--- config.mk ---
export PLATFORM = sky130hd
export DESIGN_NAME = sram_arbiter_flat
export DESIGN_NICKNAME = d
export VERILOG_FILES = /design/src/rtl/sram_arbiter_if.sv /design/src/rtl/sram_arbiter.sv /design/src/flat_wrapper.sv
export SDC_FILE = /design/constraint.sdc
export NUM_CORES = 1
export LEC_CHECK = 0
export CORE_UTILIZATION = 40
export DETAILED_ROUTE_END_ITERATION = 10
export GPL_TIMING_DRIVEN = 0
export PLACE_DENSITY = 0.82
export SETUP_SLACK_MARGIN = 0.5
export SYNTH_ARGS = -nofsm -noshare
export SYNTH_HDL_FRONTEND = slang
export SYNTH_SLANG_ARGS = --single-unit
--- constraint.sdc ---
create_clock -name clk -period 3.5 [get_ports clk]
set_input_delay 0.525 -clock clk [delete_from_list [all_inputs] [get_ports clk]]
set_output_delay 0.525 -clock clk [all_outputs]
set_load 0.005 [all_outputs]
--- src/rtl/sram_arbiter_if.sv ---
// ---------------------------------------------------------------------------
// sram_arbiter_if
// Bundles every request/response and SRAM-side signal of the two-port SRAM
// arbiter so the arbiter and its environment connect through one port.
//
// Signals:
//   req_a/req_b        requests from port A (control unit) / B (scanner)
//   op_a/op_b          00 read, 01 load, 10 clear, 11 clear-all
//   addr_a/addr_b      target location (ignored for clear-all)
//   wdata_a/wdata_b    load data
//   gnt_a/gnt_b        one-cycle grant pulse
//   done_a/done_b      one-cycle completion pulse
//   rdata              last read result, shared by both ports
//   busy               high whenever the arbiter is not idle
//   sram_RD/Load/Clear strobes to the SRAM latch bank
//   sram_Address       address to the SRAM
//   sram_dataIn        write data to the SRAM
//   sram_dataOut       read data from the SRAM
//
// Modports:
//   slave  - the arbiter's view
//   master - the requesters' and SRAM's view (used by the environment)
// ---------------------------------------------------------------------------
interface sram_arbiter_if #(
    parameter int DATA_W = 32,
    parameter int ADDR_W = 3
);
    logic              req_a;
    logic              req_b;
    logic [1:0]        op_a;
    logic [1:0]        op_b;
    logic [ADDR_W-1:0] addr_a;
    logic [ADDR_W-1:0] addr_b;
    logic [DATA_W-1:0] wdata_a;
    logic [DATA_W-1:0] wdata_b;
    logic              gnt_a;
    logic              gnt_b;
    logic              done_a;
    logic              done_b;
    logic [DATA_W-1:0] rdata;
    logic              busy;
    logic              sram_RD;
    logic              sram_Load;
    logic              sram_Clear;
    logic [ADDR_W-1:0] sram_Address;
    logic [DATA_W-1:0] sram_dataIn;
    logic [DATA_W-1:0] sram_dataOut;

    modport slave (
        input  req_a, req_b, op_a, op_b, addr_a, addr_b, wdata_a, wdata_b,
        input  sram_dataOut,
        output gnt_a, gnt_b, done_a, done_b, rdata, busy,
        output sram_RD, sram_Load, sram_Clear, sram_Address, sram_dataIn
    );

    modport master (
        output req_a, req_b, op_a, op_b, addr_a, addr_b, wdata_a, wdata_b,
        output sram_dataOut,
        input  gnt_a, gnt_b, done_a, done_b, rdata, busy,
        input  sram_RD, sram_Load, sram_Clear, sram_Address, sram_dataIn
    );
endinterface

--- src/rtl/sram_arbiter.sv ---
// ---------------------------------------------------------------------------
// sram_arbiter
// Round-robin arbiter and strobe sequencer for the 8 x 32-bit SRAM latch
// bank. Two masters issue read, load, clear and clear-all requests; the
// winner's operation is replayed onto the SRAM strobes for exactly the
// cycles it needs, and completion is signalled with a one-cycle done pulse.
//
// Ports:
//   clk     single clock, rising edge
//   rst     asynchronous active-high reset
//   bus_io  sram_arbiter_if.slave: request/grant/done handshakes for ports
//           A and B, shared rdata, busy, and the SRAM strobe/address/data
//           signals
//
// Every output comes straight from a flop; the next-state logic computes
// the next value of each output alongside the next FSM state.
// ---------------------------------------------------------------------------
module sram_arbiter #(
    parameter int DATA_W = 32,
    parameter int ADDR_W = 3,
    parameter int DEPTH  = 8
) (
    input  logic           clk,
    input  logic           rst,
    sram_arbiter_if.slave  bus_io
);

    typedef enum logic [2:0] {
        IDLE,
        ISSUE,
        WAIT,
        SWEEP,
        DONE
    } state_t;

    localparam logic [1:0] OP_READ   = 2'b00;
    localparam logic [1:0] OP_LOAD   = 2'b01;
    localparam logic [1:0] OP_CLEAR  = 2'b10;
    localparam logic [1:0] OP_CLRALL = 2'b11;

    localparam logic [ADDR_W-1:0] LAST_ADDR = ADDR_W'(DEPTH - 1);

    state_t            state_q,       state_d;
    logic              prio_q,        prio_d;
    logic              grantPort_q,   grantPort_d;
    logic [1:0]        opHeld_q,      opHeld_d;
    logic [ADDR_W-1:0] addrHeld_q,    addrHeld_d;
    logic [DATA_W-1:0] wdataHeld_q,   wdataHeld_d;
    logic [ADDR_W-1:0] sweepCnt_q,    sweepCnt_d;

    logic              gntA_q,        gntA_d;
    logic              gntB_q,        gntB_d;
    logic              doneA_q,       doneA_d;
    logic              doneB_q,       doneB_d;
    logic [DATA_W-1:0] rdata_q,       rdata_d;
    logic              busy_q,        busy_d;
    logic              sramRd_q,      sramRd_d;
    logic              sramLoad_q,    sramLoad_d;
    logic              sramClear_q,   sramClear_d;
    logic [ADDR_W-1:0] sramAddr_q,    sramAddr_d;
    logic [DATA_W-1:0] sramDin_q,     sramDin_d;

    logic              pickB;

    // State register and output flops. Reset abandons any in-flight
    // operation: nothing survives, so no done pulse can follow it.
    always_ff @(posedge clk or posedge rst) begin
        if (rst) begin
            state_q     <= IDLE;
            prio_q      <= 1'b0;
            grantPort_q <= 1'b0;
            opHeld_q    <= OP_READ;
            addrHeld_q  <= '0;
            wdataHeld_q <= '0;
            sweepCnt_q  <= '0;
            gntA_q      <= 1'b0;
            gntB_q      <= 1'b0;
            doneA_q     <= 1'b0;
            doneB_q     <= 1'b0;
            rdata_q     <= '0;
            busy_q      <= 1'b0;
            sramRd_q    <= 1'b0;
            sramLoad_q  <= 1'b0;
            sramClear_q <= 1'b0;
            sramAddr_q  <= '0;
            sramDin_q   <= '0;
        end else begin
            state_q     <= state_d;
            prio_q      <= prio_d;
            grantPort_q <= grantPort_d;
            opHeld_q    <= opHeld_d;
            addrHeld_q  <= addrHeld_d;
            wdataHeld_q <= wdataHeld_d;
            sweepCnt_q  <= sweepCnt_d;
            gntA_q      <= gntA_d;
            gntB_q      <= gntB_d;
            doneA_q     <= doneA_d;
            doneB_q     <= doneB_d;
            rdata_q     <= rdata_d;
            busy_q      <= busy_d;
            sramRd_q    <= sramRd_d;
            sramLoad_q  <= sramLoad_d;
            sramClear_q <= sramClear_d;
            sramAddr_q  <= sramAddr_d;
            sramDin_q   <= sramDin_d;
        end
    end

    // Next-state logic. grantPort/prio use 0 for port A and 1 for port B;
    // prio names the port that wins a tie and always flips to the port that
    // did not just win.
    always_comb begin
        state_d     = state_q;
        prio_d      = prio_q;
        grantPort_d = grantPort_q;
        opHeld_d    = opHeld_q;
        addrHeld_d  = addrHeld_q;
        wdataHeld_d = wdataHeld_q;
        sweepCnt_d  = sweepCnt_q;
        rdata_d     = rdata_q;
        pickB       = 1'b0;

        case (state_q)
            IDLE: begin
                if (bus_io.req_a || bus_io.req_b) begin
                    pickB       = bus_io.req_b && (!bus_io.req_a || prio_q);
                    grantPort_d = pickB;
                    prio_d      = !pickB;
                    opHeld_d    = pickB ? bus_io.op_b    : bus_io.op_a;
                    addrHeld_d  = pickB ? bus_io.addr_b  : bus_io.addr_a;
                    wdataHeld_d = pickB ? bus_io.wdata_b : bus_io.wdata_a;
                    sweepCnt_d  = '0;
                    state_d     = (opHeld_d == OP_CLRALL) ? SWEEP : ISSUE;
                end
            end
            ISSUE: begin
                state_d = (opHeld_q == OP_READ) ? WAIT : DONE;
            end
            WAIT: begin
                // The SRAM presents the read word during this cycle.
                rdata_d = bus_io.sram_dataOut;
                state_d = DONE;
            end
            SWEEP: begin
                // Counter wraps back to 0 on the last address since
                // DEPTH is exactly 2^ADDR_W.
                sweepCnt_d = sweepCnt_q + ADDR_W'(1);
                if (sweepCnt_q == LAST_ADDR) begin
                    state_d = DONE;
                end
            end
            DONE: begin
                state_d = IDLE;
            end
            default: begin
                state_d = IDLE;
            end
        endcase
    end

    // Output next-values are derived from the state being entered so that
    // the registered outputs line up with that state.
    always_comb begin
        gntA_d      = 1'b0;
        gntB_d      = 1'b0;
        doneA_d     = 1'b0;
        doneB_d     = 1'b0;
        busy_d      = (state_d != IDLE);
        sramRd_d    = 1'b0;
        sramLoad_d  = 1'b0;
        sramClear_d = 1'b0;
        sramAddr_d  = '0;
        sramDin_d   = '0;

        if ((state_q == IDLE) && (state_d != IDLE)) begin
            gntA_d = !grantPort_d;
            gntB_d = grantPort_d;
        end

        if (state_d == DONE) begin
            doneA_d = !grantPort_d;
            doneB_d = grantPort_d;
        end

        if (state_d == ISSUE) begin
            sramRd_d    = (opHeld_d == OP_READ);
            sramLoad_d  = (opHeld_d == OP_LOAD);
            sramClear_d = (opHeld_d == OP_CLEAR);
            sramAddr_d  = addrHeld_d;
            if (opHeld_d == OP_LOAD) begin
                sramDin_d = wdataHeld_d;
            end
        end else if (state_d == SWEEP) begin
            sramClear_d = 1'b1;
            sramAddr_d  = sweepCnt_d;
        end
    end

    assign bus_io.gnt_a        = gntA_q;
    assign bus_io.gnt_b        = gntB_q;
    assign bus_io.done_a       = doneA_q;
    assign bus_io.done_b       = doneB_q;
    assign bus_io.rdata        = rdata_q;
    assign bus_io.busy         = busy_q;
    assign bus_io.sram_RD      = sramRd_q;
    assign bus_io.sram_Load    = sramLoad_q;
    assign bus_io.sram_Clear   = sramClear_q;
    assign bus_io.sram_Address = sramAddr_q;
    assign bus_io.sram_dataIn  = sramDin_q;

endmodule

--- src/flat_wrapper.sv ---
// flat-port wrapper written by rule: the top's interface ports become plain ports
module sram_arbiter_flat 
#(
    parameter int DATA_W = 32,
    parameter int ADDR_W = 3,
    parameter int DEPTH  = 8
)
  (clk, rst, bus_io_req_a, bus_io_req_b, bus_io_op_a, bus_io_op_b, bus_io_addr_a, bus_io_addr_b, bus_io_wdata_a, bus_io_wdata_b, bus_io_sram_dataOut, bus_io_gnt_a, bus_io_gnt_b, bus_io_done_a, bus_io_done_b, bus_io_rdata, bus_io_busy, bus_io_sram_RD, bus_io_sram_Load, bus_io_sram_Clear, bus_io_sram_Address, bus_io_sram_dataIn);
  sram_arbiter_if #(.DATA_W(DATA_W), .ADDR_W(ADDR_W)) bus_io_i ();
  input  logic clk;
  input  logic rst;
  input wire logic [$bits(bus_io_i.req_a)-1:0] bus_io_req_a;
  input wire logic [$bits(bus_io_i.req_b)-1:0] bus_io_req_b;
  input wire logic [$bits(bus_io_i.op_a)-1:0] bus_io_op_a;
  input wire logic [$bits(bus_io_i.op_b)-1:0] bus_io_op_b;
  input wire logic [$bits(bus_io_i.addr_a)-1:0] bus_io_addr_a;
  input wire logic [$bits(bus_io_i.addr_b)-1:0] bus_io_addr_b;
  input wire logic [$bits(bus_io_i.wdata_a)-1:0] bus_io_wdata_a;
  input wire logic [$bits(bus_io_i.wdata_b)-1:0] bus_io_wdata_b;
  input wire logic [$bits(bus_io_i.sram_dataOut)-1:0] bus_io_sram_dataOut;
  output wire logic [$bits(bus_io_i.gnt_a)-1:0] bus_io_gnt_a;
  output wire logic [$bits(bus_io_i.gnt_b)-1:0] bus_io_gnt_b;
  output wire logic [$bits(bus_io_i.done_a)-1:0] bus_io_done_a;
  output wire logic [$bits(bus_io_i.done_b)-1:0] bus_io_done_b;
  output wire logic [$bits(bus_io_i.rdata)-1:0] bus_io_rdata;
  output wire logic [$bits(bus_io_i.busy)-1:0] bus_io_busy;
  output wire logic [$bits(bus_io_i.sram_RD)-1:0] bus_io_sram_RD;
  output wire logic [$bits(bus_io_i.sram_Load)-1:0] bus_io_sram_Load;
  output wire logic [$bits(bus_io_i.sram_Clear)-1:0] bus_io_sram_Clear;
  output wire logic [$bits(bus_io_i.sram_Address)-1:0] bus_io_sram_Address;
  output wire logic [$bits(bus_io_i.sram_dataIn)-1:0] bus_io_sram_dataIn;
  assign bus_io_i.req_a = bus_io_req_a;
  assign bus_io_i.req_b = bus_io_req_b;
  assign bus_io_i.op_a = bus_io_op_a;
  assign bus_io_i.op_b = bus_io_op_b;
  assign bus_io_i.addr_a = bus_io_addr_a;
  assign bus_io_i.addr_b = bus_io_addr_b;
  assign bus_io_i.wdata_a = bus_io_wdata_a;
  assign bus_io_i.wdata_b = bus_io_wdata_b;
  assign bus_io_i.sram_dataOut = bus_io_sram_dataOut;
  assign bus_io_gnt_a = bus_io_i.gnt_a;
  assign bus_io_gnt_b = bus_io_i.gnt_b;
  assign bus_io_done_a = bus_io_i.done_a;
  assign bus_io_done_b = bus_io_i.done_b;
  assign bus_io_rdata = bus_io_i.rdata;
  assign bus_io_busy = bus_io_i.busy;
  assign bus_io_sram_RD = bus_io_i.sram_RD;
  assign bus_io_sram_Load = bus_io_i.sram_Load;
  assign bus_io_sram_Clear = bus_io_i.sram_Clear;
  assign bus_io_sram_Address = bus_io_i.sram_Address;
  assign bus_io_sram_dataIn = bus_io_i.sram_dataIn;
  sram_arbiter #(.DATA_W(DATA_W), .ADDR_W(ADDR_W), .DEPTH(DEPTH)) u_core (.clk(clk), .rst(rst), .bus_io(bus_io_i));
endmodule
Word-level counts from Yosys, hierarchy flattened
Index checks and enable logic that the tools add are counted.
{"block": "op_classes", "addsub": 1, "mul": 0, "div_mod_pow": 0, "n_lt_le_gt_ge": 0, "n_eq_ne": 10, "shift": 0, "n_mux": 30, "n_bitwise": 0, "reduce_logical": 12}
{"operator": "$mux 32", "count": 5}
{"operator": "$mux 3", "count": 9}
{"operator": "$pmux 3 s4", "count": 1}
{"operator": "$mux 1", "count": 10}
{"operator": "$eq 3x2->1 const B", "count": 3}
{"operator": "$mux 2", "count": 4}
{"operator": "$eq 3x1->1 const B", "count": 2}
{"operator": "$eq 3x3->1 const B", "count": 2}
{"operator": "$pmux 3 s2", "count": 1}
{"operator": "$eq 2x2->1 const B", "count": 2}
{"operator": "$logic_not 2->1", "count": 2}
{"operator": "$add 3x1->3 const B", "count": 1}
{"operator": "$logic_not 1->1", "count": 3}
{"operator": "$logic_not 3->1", "count": 1}
{"operator": "$reduce_bool 3->1", "count": 1}
{"operator": "$eq 2x1->1 const B", "count": 1}
{"operator": "$logic_and 1x1->1", "count": 2}
{"operator": "$logic_or 1x1->1", "count": 2}
{"operator": "$reduce_and 2->1", "count": 1}
{"block": "word_totals", "reg_bits": 120, "latchBits": 0, "ram_bits": 0, "mem_bits_ro": 0, "wordCells": 71, "n_memories": 0}

Longest topological paths before layout
Gate-level depths: netlist (run 1).
{"block": "depth", "depth_word": 11, "mapped_depth": 9}

Worst setup path after synthesis (run 1)
Ideal clock, no wire load.
{"block": "synth_path", "kind": "register -> register", "start": "reg u_core.sweepCnt_q[0]", "end": "reg u_core.sramClear_q (netlist: u_core.bus_io.sram_Clear)", "arrival_time_ns": 1.601, "t_required_ns": 3.404, "path_slack_ns": 1.804, "path_stages_with_launch": 10, "cell_sequence": "dfrtp_1 > ha_1 > ha_1 > and2b_1 > a22oi_1 > or2_1 > buf_6 > clkinv_2 > o21ai_2 > o32ai_2"}
{"block": "synth_via", "elab_chain_len": 6, "word_cells_on_any_way": 7, "cone_classes": "eq/ne (3); mux (4)"}
{"element": "start, declared", "line": "sram_arbiter.sv:49", "rtl": "logic [ADDR_W-1:0] sweepCnt_q, sweepCnt_d;"}
{"element": "start signal, assigned", "line": "sram_arbiter.sv:94", "rtl": "sweepCnt_q <= sweepCnt_d;"}
{"element": "$eq 3x3->1 (*)", "line": "sram_arbiter.sv:148", "rtl": "if (sweepCnt_q == LAST_ADDR) begin"}
{"element": "$mux 3 (*)", "line": "sram_arbiter.sv:148"}
{"element": "$pmux 3 s4 (*)", "line": "sram_arbiter.sv:123", "rtl": "case (state_q)"}
{"element": "net u_core.state_d[0]", "line": "sram_arbiter.sv:43", "rtl": "state_t state_q, state_d;"}
{"element": "$eq 3x2->1", "line": "sram_arbiter.sv:193", "rtl": "end else if (state_d == SWEEP) begin"}
{"element": "$mux 1", "line": "sram_arbiter.sv:193"}
{"element": "$mux 1 (*)", "line": "sram_arbiter.sv:185", "rtl": "if (state_d == ISSUE) begin"}
{"element": "net u_core.sramClear_d", "line": "sram_arbiter.sv:59", "rtl": "logic sramClear_q, sramClear_d;"}
{"element": "end signal, assigned", "line": "sram_arbiter.sv:103", "rtl": "sramClear_q <= sramClear_d;"}
{"element": "end, declared", "line": "sram_arbiter.sv:59"}
The timed path passes the listed nets; every way through them passes the cells marked *.
A chain may end at the register's enable or synchronous reset.

Worst setup path in the final report (run 1)
{"block": "layout_path", "start": "in bus_io_req_b", "end": "reg u_core.sramDin_q[5] (netlist: u_core.bus_io.sram_dataIn[5])"}
{"block": "layout_via", "elab_chain_len": 8, "word_cells_on_any_way": 16, "cone_classes": "eq/ne (3); mux (11); reduce/logical (2)"}
{"element": "start, declared", "line": "flat_wrapper.sv:13", "rtl": "input wire logic [$bits(bus_io_i.req_b)-1:0] bus_io_req_b;"}
{"element": "$logic_and 1x1->1", "line": "sram_arbiter.sv:126", "rtl": "pickB = bus_io.req_b && (!bus_io.req_a || prio_q);"}
{"element": "$mux 2", "line": "sram_arbiter.sv:129", "rtl": "opHeld_d = pickB ? bus_io.op_b : bus_io.op_a;"}
{"element": "$eq 2x2->1", "line": "sram_arbiter.sv:133", "rtl": "state_d = (opHeld_d == OP_CLRALL) ? SWEEP : ISSUE;"}
{"element": "$mux 2", "line": "sram_arbiter.sv:133"}
{"element": "$mux 3", "line": "sram_arbiter.sv:125", "rtl": "if (bus_io.req_a || bus_io.req_b) begin"}
{"element": "$pmux 3 s4", "line": "sram_arbiter.sv:123"}
{"element": "$eq 3x1->1", "line": "sram_arbiter.sv:185"}
{"element": "$mux 32 (*)", "line": "sram_arbiter.sv:185"}
{"element": "net u_core.sramDin_d[5]", "line": "sram_arbiter.sv:61", "rtl": "logic [DATA_W-1:0] sramDin_q, sramDin_d;"}
{"element": "end signal, assigned", "line": "sram_arbiter.sv:105", "rtl": "sramDin_q <= sramDin_d;"}
{"element": "end, declared", "line": "sram_arbiter.sv:61"}
Marked as above.

==> results of run 1 <==
==> final timing paths <==
check,cells past startpoint,slack (ns),to,start
max in group asynchronous,4,2.43,u_core.wdataHeld_q[1],rst
min in group clk,2,0.48,u_core.wdataHeld_q[9],u_core.wdataHeld_q[9]
hold / removal,2,0.39,u_core.bus_io.rdata[5],rst
setup / recovery,7,1.54,u_core.bus_io.sram_dataIn[5],bus_io_req_b
setup reg to reg,8,1.65,u_core.bus_io.sram_Address[1],u_core.sweepCnt_q[0]
hold reg to reg,2,0.48,u_core.wdataHeld_q[9],u_core.wdataHeld_q[9]
==> layout make-up <==
| class | count | area [sq um] |
|---|---|---|
| clock buffers | 21 | 460.4 |
| inverters | 7 | 31.28 |
| flip-flops and latches | 120 | 3003 |
| fillers | 936 | 4164 |
| repair buffers | 187 | 1902 |
| multi-input cells | 229 | 1668 |
| plain buffers | 22 | 177.7 |
| well taps | 143 | 178.9 |
| clock inverters | 9 | 77.57 |
==> kinds of logic after synthesis <==
group / synth area share, %
adders and majority gates: 0.5131
DFF: 61.59
buffers and inverters: 4.208
muxes: 15.19
AOI/OAI and AO/OA: 6.801
and+or+nand+nor: 11.70
==> power by group <==
group          switching (W)  leakage (nW)  total, W  internal, W
sequential          0.000209          1.51   0.00212      0.00191
clock               0.000569         0.260   0.00157     0.000997
combinational       0.000871          1.60   0.00209      0.00121
==> per-stage QoR <==
step | cell area [sq um] | setup slack [ns] | utilization, % | hold slack, ns
floorplan | 4880 | 1.506 | - | 0.4462
global placement | 6900 | 0.4821 | 59.17 | 0.4612
detailed placement | 6960 | 1.123 | 59.68 | 0.4737
CTS | 7498 | 1.546 | 64.30 | 0.3650
global route | 7498 | 1.338 | 64.30 | 0.3757
finish | 7498 | 1.536 | 64.30 | 0.3872
==> cell usage in the layout, fill, tap and decap left out, types with 4 or more instances in the layout <==
| cell | count |
|---|---|
| buf_2 | 10 |
| nor2_1 | 12 |
| nand2_1 | 38 |
| o21ai_1 | 16 |
| clkbuf_16 | 17 |
| clkdlybuf4s50_1 | 184 |
| buf_6 | 9 |
| clkinv_2 | 6 |
| nor2b_1 | 31 |
| dfrtp_1 | 120 |
| clkinvlp_4 | 4 |
| mux2_2 | 32 |
| o21ai_0 | 18 |
| mux2i_1 | 38 |
| inv_1 | 5 |
| a21oi_1 | 4 |
==> state kept, by name, summed over array words and instances (netlist names) <==
name	flops
u_core.addrHeld_q	3
u_core.bus_io.sram_Load	1
u_core.bus_io.done_b	1
u_core.bus_io.done_a	1
u_core.bus_io.rdata	32
u_core.prio_q	1
u_core.grantPort_q	1
u_core.bus_io.gnt_a	1
u_core.bus_io.gnt_b	1
u_core.bus_io.sram_dataIn	32
u_core.bus_io.sram_Clear	1
u_core.bus_io.sram_Address	3
u_core.opHeld_q	2
u_core.sweepCnt_q	3
u_core.state_q	3
u_core.bus_io.busy	1
u_core.wdataHeld_q	32
u_core.bus_io.sram_RD	1
==> per-layer routing <==
layer	routed length, microns	part of all wire (%)	vias up
li1	-	-	1689
met1	4630	41	1749
met2	5959	53	108
met3	595	5.3	7
met4	63	0.56	0
met5	0	0	-
==> summary.txt, run 1 <==
Status
  – Status: complete, no violations

Timing
  – Final Critical Period: 1.964 ns
  – Final hold violation count: 0
  – Setup TNS: 0 ns
  – Final setup vio count: 0
  – Worst slew margin: 69.56%
  – Final worst path period share: 56.13%
  – Worst-margin pin slew: 0.4557 ns
  – Post-Route Skew: 0.006728 ns
  – RSZ-0062 raised after global routing: no
  – Fmax: 0.5090 GHz
  – Final Max Slew Viols: 0

Floorplan
  – Initial Util: 41.81%
  – Core area: 11660 sq um
  – Standard-cell row count: 39
  – Die Span Y: 112.4 microns
  – Die area: 12630 sq um
  – Die width: 112.4 microns
  – Num ports: 185

Placement
  – IO Port Bufs: 184
  – Placer Congestion: 0.7625
  – Placed cell count: 708
  – Post-DP HPWL: 8371 microns

Power and ir drop
  – Static Leak: 3.370 nW
  – Power Density: 769.7 nW/um^2
  – Overall power: 0.005772 W
  – VDD IR-drop max: 426.4 uV

Route
  – DRT Pass-1 Iters: 4
  – Mean routed wirelength per cell: 15.24 microns
  – Routed wire length: 11250 microns
  – DR iter-0 viols: 129
  – Post-route ant nets: 0
  – Vias: 3553
  – Via-per-instance ratio: 4.814
  – Drt drc: 0

Clock network
  – Setup Fix Bufs, Post-CTS: 0
  – CTS tree: built
  – H-tree depth: 4
  – CTS Buffer Depth: 2
  – CTS Hold Buffers Added: 0
  – Num CTS Buffers: 17
  – PostCTS Resize Cnt: 0
  – Clk sinks: 120
  – Clock latency on the worst-skew pair: 0.40 ns
  – Clk root buf: clkbuf_16
  – Worst-path clk slew: 0.05 ns

Global route
  – Vias in the first global route: 3847
  – Tot GR Track Use: 19.07%
  – Met3 Resource Use GR: 5.076%
  – GRT busiest layer: met2
  – Largest net degree at the start of global routing: 46
  – GRT overflow: 0
  – Met2 Usage GRT: 33.66%
  – Met1 GRT Util: 22.47%
  – Initial antenna violation count: 0
  – Global-route wire length before repair: 18560 microns

Critical path
  – WP buf/inv: 3
  – Slowest stage delay, CP: 0.52 ns
  – Critical Path RT: 3.78 ns
  – Setup crit end kind: flip-flop
  – CP arrival: 2.25 ns
  – CP max FO: 10
  – Crit path launch type: input pin
  – Largest delay contributor family on the critical path: buffers and inverters
  – Crit Path Category: input pin to flip-flop
  – Slowest cell on crit path: clkdlybuf4s50_1
  – CP cell instances: clkdlybuf4s50_1 -> or2_1 -> and2_4 -> buf_8 -> o21ai_4 -> buf_2 -> and2b_1

Yosys
  – Main flop type after synthesis: dfrtp_1
  – Dominant cell by count in the synthesized netlist: dfrtp_1
  – FF+latch count, synth: 120
  – Syn Nets: 490
  – Ys Warns: 0
  – Post-synth top cells: 120 x dfrtp_1, 38 x mux2i_1, 38 x nand2_1
  – Seq/Total Area, Yosys: 61.59%
  – Top cell type's share of synthesized area: 61.59%
  – Netlist cell types: 44
  – Synth area leader: dfrtp_1
  – Number of flops mapped to enable cells by yosys: 0
  – Mapped Area: 4876 sq um
  – Avg Cell Area, Syn: 12.90 sq um
  – Gate Count Post-Synth: 378
  – Synth async-reset ratio: 100.0%
  – Area contributors post-synth: dfrtp_1 62%, mux2i_1 7.8%, mux2_2 7.4%

Hold path
  – Worst Hold Class: input pin to asynchronous set/reset pin

Layout
  – Share of cells above drive strength 1: 16.81%
  – P&R area growth vs syn: 53.78%
  – Nets: 696
  – Antenna diodes: 0
  – Final cell count without fillers: 738

Job
  – Max-Cap Viols: 0
(Power assumes the default switching activity.)
==> run 2: changes to the inputs <==
--- a/config.mk
+++ b/config.mk
@@ -5,10 +5,10 @@
 export SDC_FILE = /design/constraint.sdc
 export NUM_CORES = 1
 export LEC_CHECK = 0
-export CORE_UTILIZATION = 40
+export CORE_UTILIZATION = 44
 export DETAILED_ROUTE_END_ITERATION = 10
 export GPL_TIMING_DRIVEN = 0
-export PLACE_DENSITY = 0.82
+export PLACE_DENSITY = 0.85
 export SETUP_SLACK_MARGIN = 0.5
 export SYNTH_ARGS = -nofsm -noshare
 export SYNTH_HDL_FRONTEND = slang
==> constraint.sdc (replaced) <==
create_clock -name clk -period 2 [get_ports clk]
set_input_delay 0.3 -clock clk [delete_from_list [all_inputs] [get_ports clk]]
set_output_delay 0.3 -clock clk [all_outputs]
set_load 0.005 [all_outputs]
==> summary.txt, run 2 (same netlist as run 1, synthesis figures left out) <==
Status
  – Status: complete, no violations

Critical path
  – Worst path most repeated cell: ha_4
  – CP startpoint: u_core.sweepCnt_q[0]
  – R2R Path Start: u_core.sweepCnt_q[0]
  – CP max FO: 6 (-4)
  – CP arrival: 2.20 ns (-0.05 ns)
  – Critical Path RT: 2.41 ns (-1.37 ns)
  – Crit Path Category: flip-flop to flip-flop
  – Register-to-Register Path Depth: 9 (+1)
  – Slowest stage delay, CP: 0.41 ns (-0.11 ns)
  – Setup crit end kind: flip-flop
  – Crit path launch type: flip-flop
  – Slowest cell on crit path: dfrtp_1
  – CP cell instances: ha_4 -> ha_4 -> and2b_1 -> a22oi_2 -> or2_1 -> buf_6 -> clkinv_4 -> o21ai_2 -> o32ai_2

Layout
  – Antenna diodes: 0 (unchanged)
  – Multi-input gate area: 2004 sq um (+20%)
  – Share of cells above drive strength 1: 28.25% (+11 points)
  – Commonest cells after routing, fill and taps aside: 118 x dfrtp_1, 109 x clkdlybuf4s50_1, 69 x dlygate4sd2_1
  – Fillers: 656 (-30%)
  – P&R area growth vs syn: 68.03%
  – Nets: 722 (+3.7%)
  – Reg area: 3005 sq um (about the same)
  – Commonest non-fill, non-tap cell in the layout: dfrtp_1

Power and ir drop
  – VDD IR-drop max: 775.6 uV (+82%)
  – Static Leak: 3.822 nW (+13%)
  – Overall power: 0.01110 W (+92%)
  – Power Density: 1355 nW/um^2 (+76%)

Clock network
  – H-tree depth: 4 (unchanged)
  – CTS Buffer Depth: 2 (unchanged)
  – Clk sinks: 120 (unchanged)
  – CTS tree: built
  – Worst-path clk slew: 0.06 ns (about the same)
  – Num CTS Buffers: 17 (unchanged)
  – Clock latency on the worst-skew pair: 0.51 ns (+0.11 ns)
  – Clk root buf: clkbuf_8

Floorplan
  – Die Span Y: 107.3 microns (-4.6%)
  – Core area: 10840 sq um (-7.0%)
  – Die width: 107.3 microns (-4.6%)
  – Die area: 11510 sq um (-8.9%)
  – Standard-cell row count: 38 (-2.6%)
  – Num ports: 185 (unchanged)
  – Initial Util: 44.98% (+3.2 points)

Timing
  – Final Critical Period: 1.796 ns
  – Worst-margin pin slew: 0.6265 ns (+0.1708 ns)
  – RSZ-0062 raised after global routing: yes
  – Worst slew margin: 58.15% (-11 points)
  – Final hold violation count: 0 (unchanged)
  – Fmax: 0.5567 GHz
  – Final worst path period share: 89.81%
  – Post-Route Skew: 0.01178 ns (+0.005054 ns)
  – Post-route setup slack: 0.2038 ns (-1.332 ns)
  – Final Max Slew Viols: 0 (unchanged)
  – Final setup vio count: 0 (unchanged)

Global route
  – Largest net degree at the start of global routing: 41 (-11%)
  – Tot GR Track Use: 23.81% (+4.7 points)
  – Vias in the first global route: 4107 (+6.8%)
  – Global-route wire length before repair: 20530 microns (+11%)
  – Initial antenna violation count: 0 (unchanged)
  – GRT overflow: 0 (unchanged)

Route
  – Vias: 3819 (+7.5%)
  – Routed wire length: 13970 microns (+24%)
  – Via-per-instance ratio: 5.005 (+4.0%)
  – Mean routed wirelength per cell: 18.31 microns (+20%)
  – DR iter-0 viols: 147 (+14%)
  – DRT Pass-1 Iters: 4 (unchanged)
  – Post-route ant nets: 0 (unchanged)
  – Drt drc: 0 (unchanged)

Placement
  – Post-DP HPWL: 8782 microns (+4.9%)
  – Worst slack at placement: -0.1594 ns (-1.282 ns)
  – IO Port Bufs: 184 (unchanged)
  – Placer Congestion: 0.7576 (-0.64%)

Hold path
  – Worst Hold Class: input pin to asynchronous set/reset pin

Job
  – Max-Cap Viols: 0 (unchanged)
[run 2: cell count changes in the layout (fill, tap and decap cells not counted), moves of 5 or more]
cell             change
o21ai_2             +13
mux2i_1             -19
clkdlybuf4s15_1      +6
o21ai_0             -16
buf_2                -9
buf_12               +5
clkdlybuf4s50_1     -75
dlygate4sd2_1       +69
mux2i_4             +15
buf_4               +21
[run 2: worst max-delay path: cells and delay by family, from the launching register on]
family	cells	cell delay, ns
AO/OA/AOI/OAI	3	0.33
adder cells (fa/ha/maj)	2	0.33
buffers and inverters	2	0.20
flip-flops	1	0.41
AND/OR/NAND/NOR	2	0.43
[run 2: worst paths after layout]
| check | end | slack (ns) |
|---|---|---|
| max in group asynchronous | u_core.wdataHeld_q[3] | 0.96 |
| min in group clk | u_core.bus_io.rdata[14] | 0.39 |
| worst min-delay path | u_core.bus_io.rdata[1] | 0.22 |
| worst max-delay path | u_core.bus_io.sram_Clear | 0.20 |
| worst max register to register | u_core.bus_io.sram_Clear | 0.20 |
| worst min register to register | u_core.wdataHeld_q[3] | 0.48 |
[run 2: layout make-up]
type	count	share of cell area [%]
Inverter	7	0.4276
Tap cell	140	2.138
Timing Repair Buffer	213	25.76
Sequential cell	120	36.68
Clock buffer	19	5.391
Clock inverter	13	2.031
Multi-Input combinational cell	229	24.47
Buffer	22	3.100
[run 2: power by group]
part	internal, W	total [W]	switching, W
Sequential	0.00334	0.00373	0.000382
Clock	0.00197	0.00309	0.00112
Combinational	0.00236	0.00428	0.00192
Total	0.00768	0.0111	0.00342
[run 2: stage by stage]
step / instance area (sq um) / utilization (%) / hold slack (ns) / TNS, ns / instances
after CTS: 7909 / 72.96 / 0.2070 / 0 / 756
final: 8193 / 75.58 / 0.2153 / 0 / 763
after global routing: 8193 / 75.58 / 0.2443 / 0 / 763
after detailed placement: 6984 / 64.43 / 0.4705 / -1.324 / 705
after floorplan: 4907 / - / 0.4462 / 0 / 378
after global placement: 6924 / 63.87 / 0.4607 / -94.22 / 702
[run 2: what timing repair did]
item / CTS / global route
buffers inserted: 15 / 7
cloned: 4 / 0
gates resized for setup: 134 / 53
endpoints found under the setup margin: 155 / 92
hold buffers: 0 / 0
pin swaps: 12 / 8
[run 2: layer usage]
layer / track usage, % / wire length, microns / part of all wire [%] / vias to the layer above
met5: 0 / 0 / 0 / -
met4: 12.23 / 431 / 3.1 / 0
met3: 5.085 / 785 / 5.6 / 37
met2: 42.53 / 7734 / 55 / 135
met1: 26.69 / 5020 / 36 / 1894
li1: - / - / - / 1753
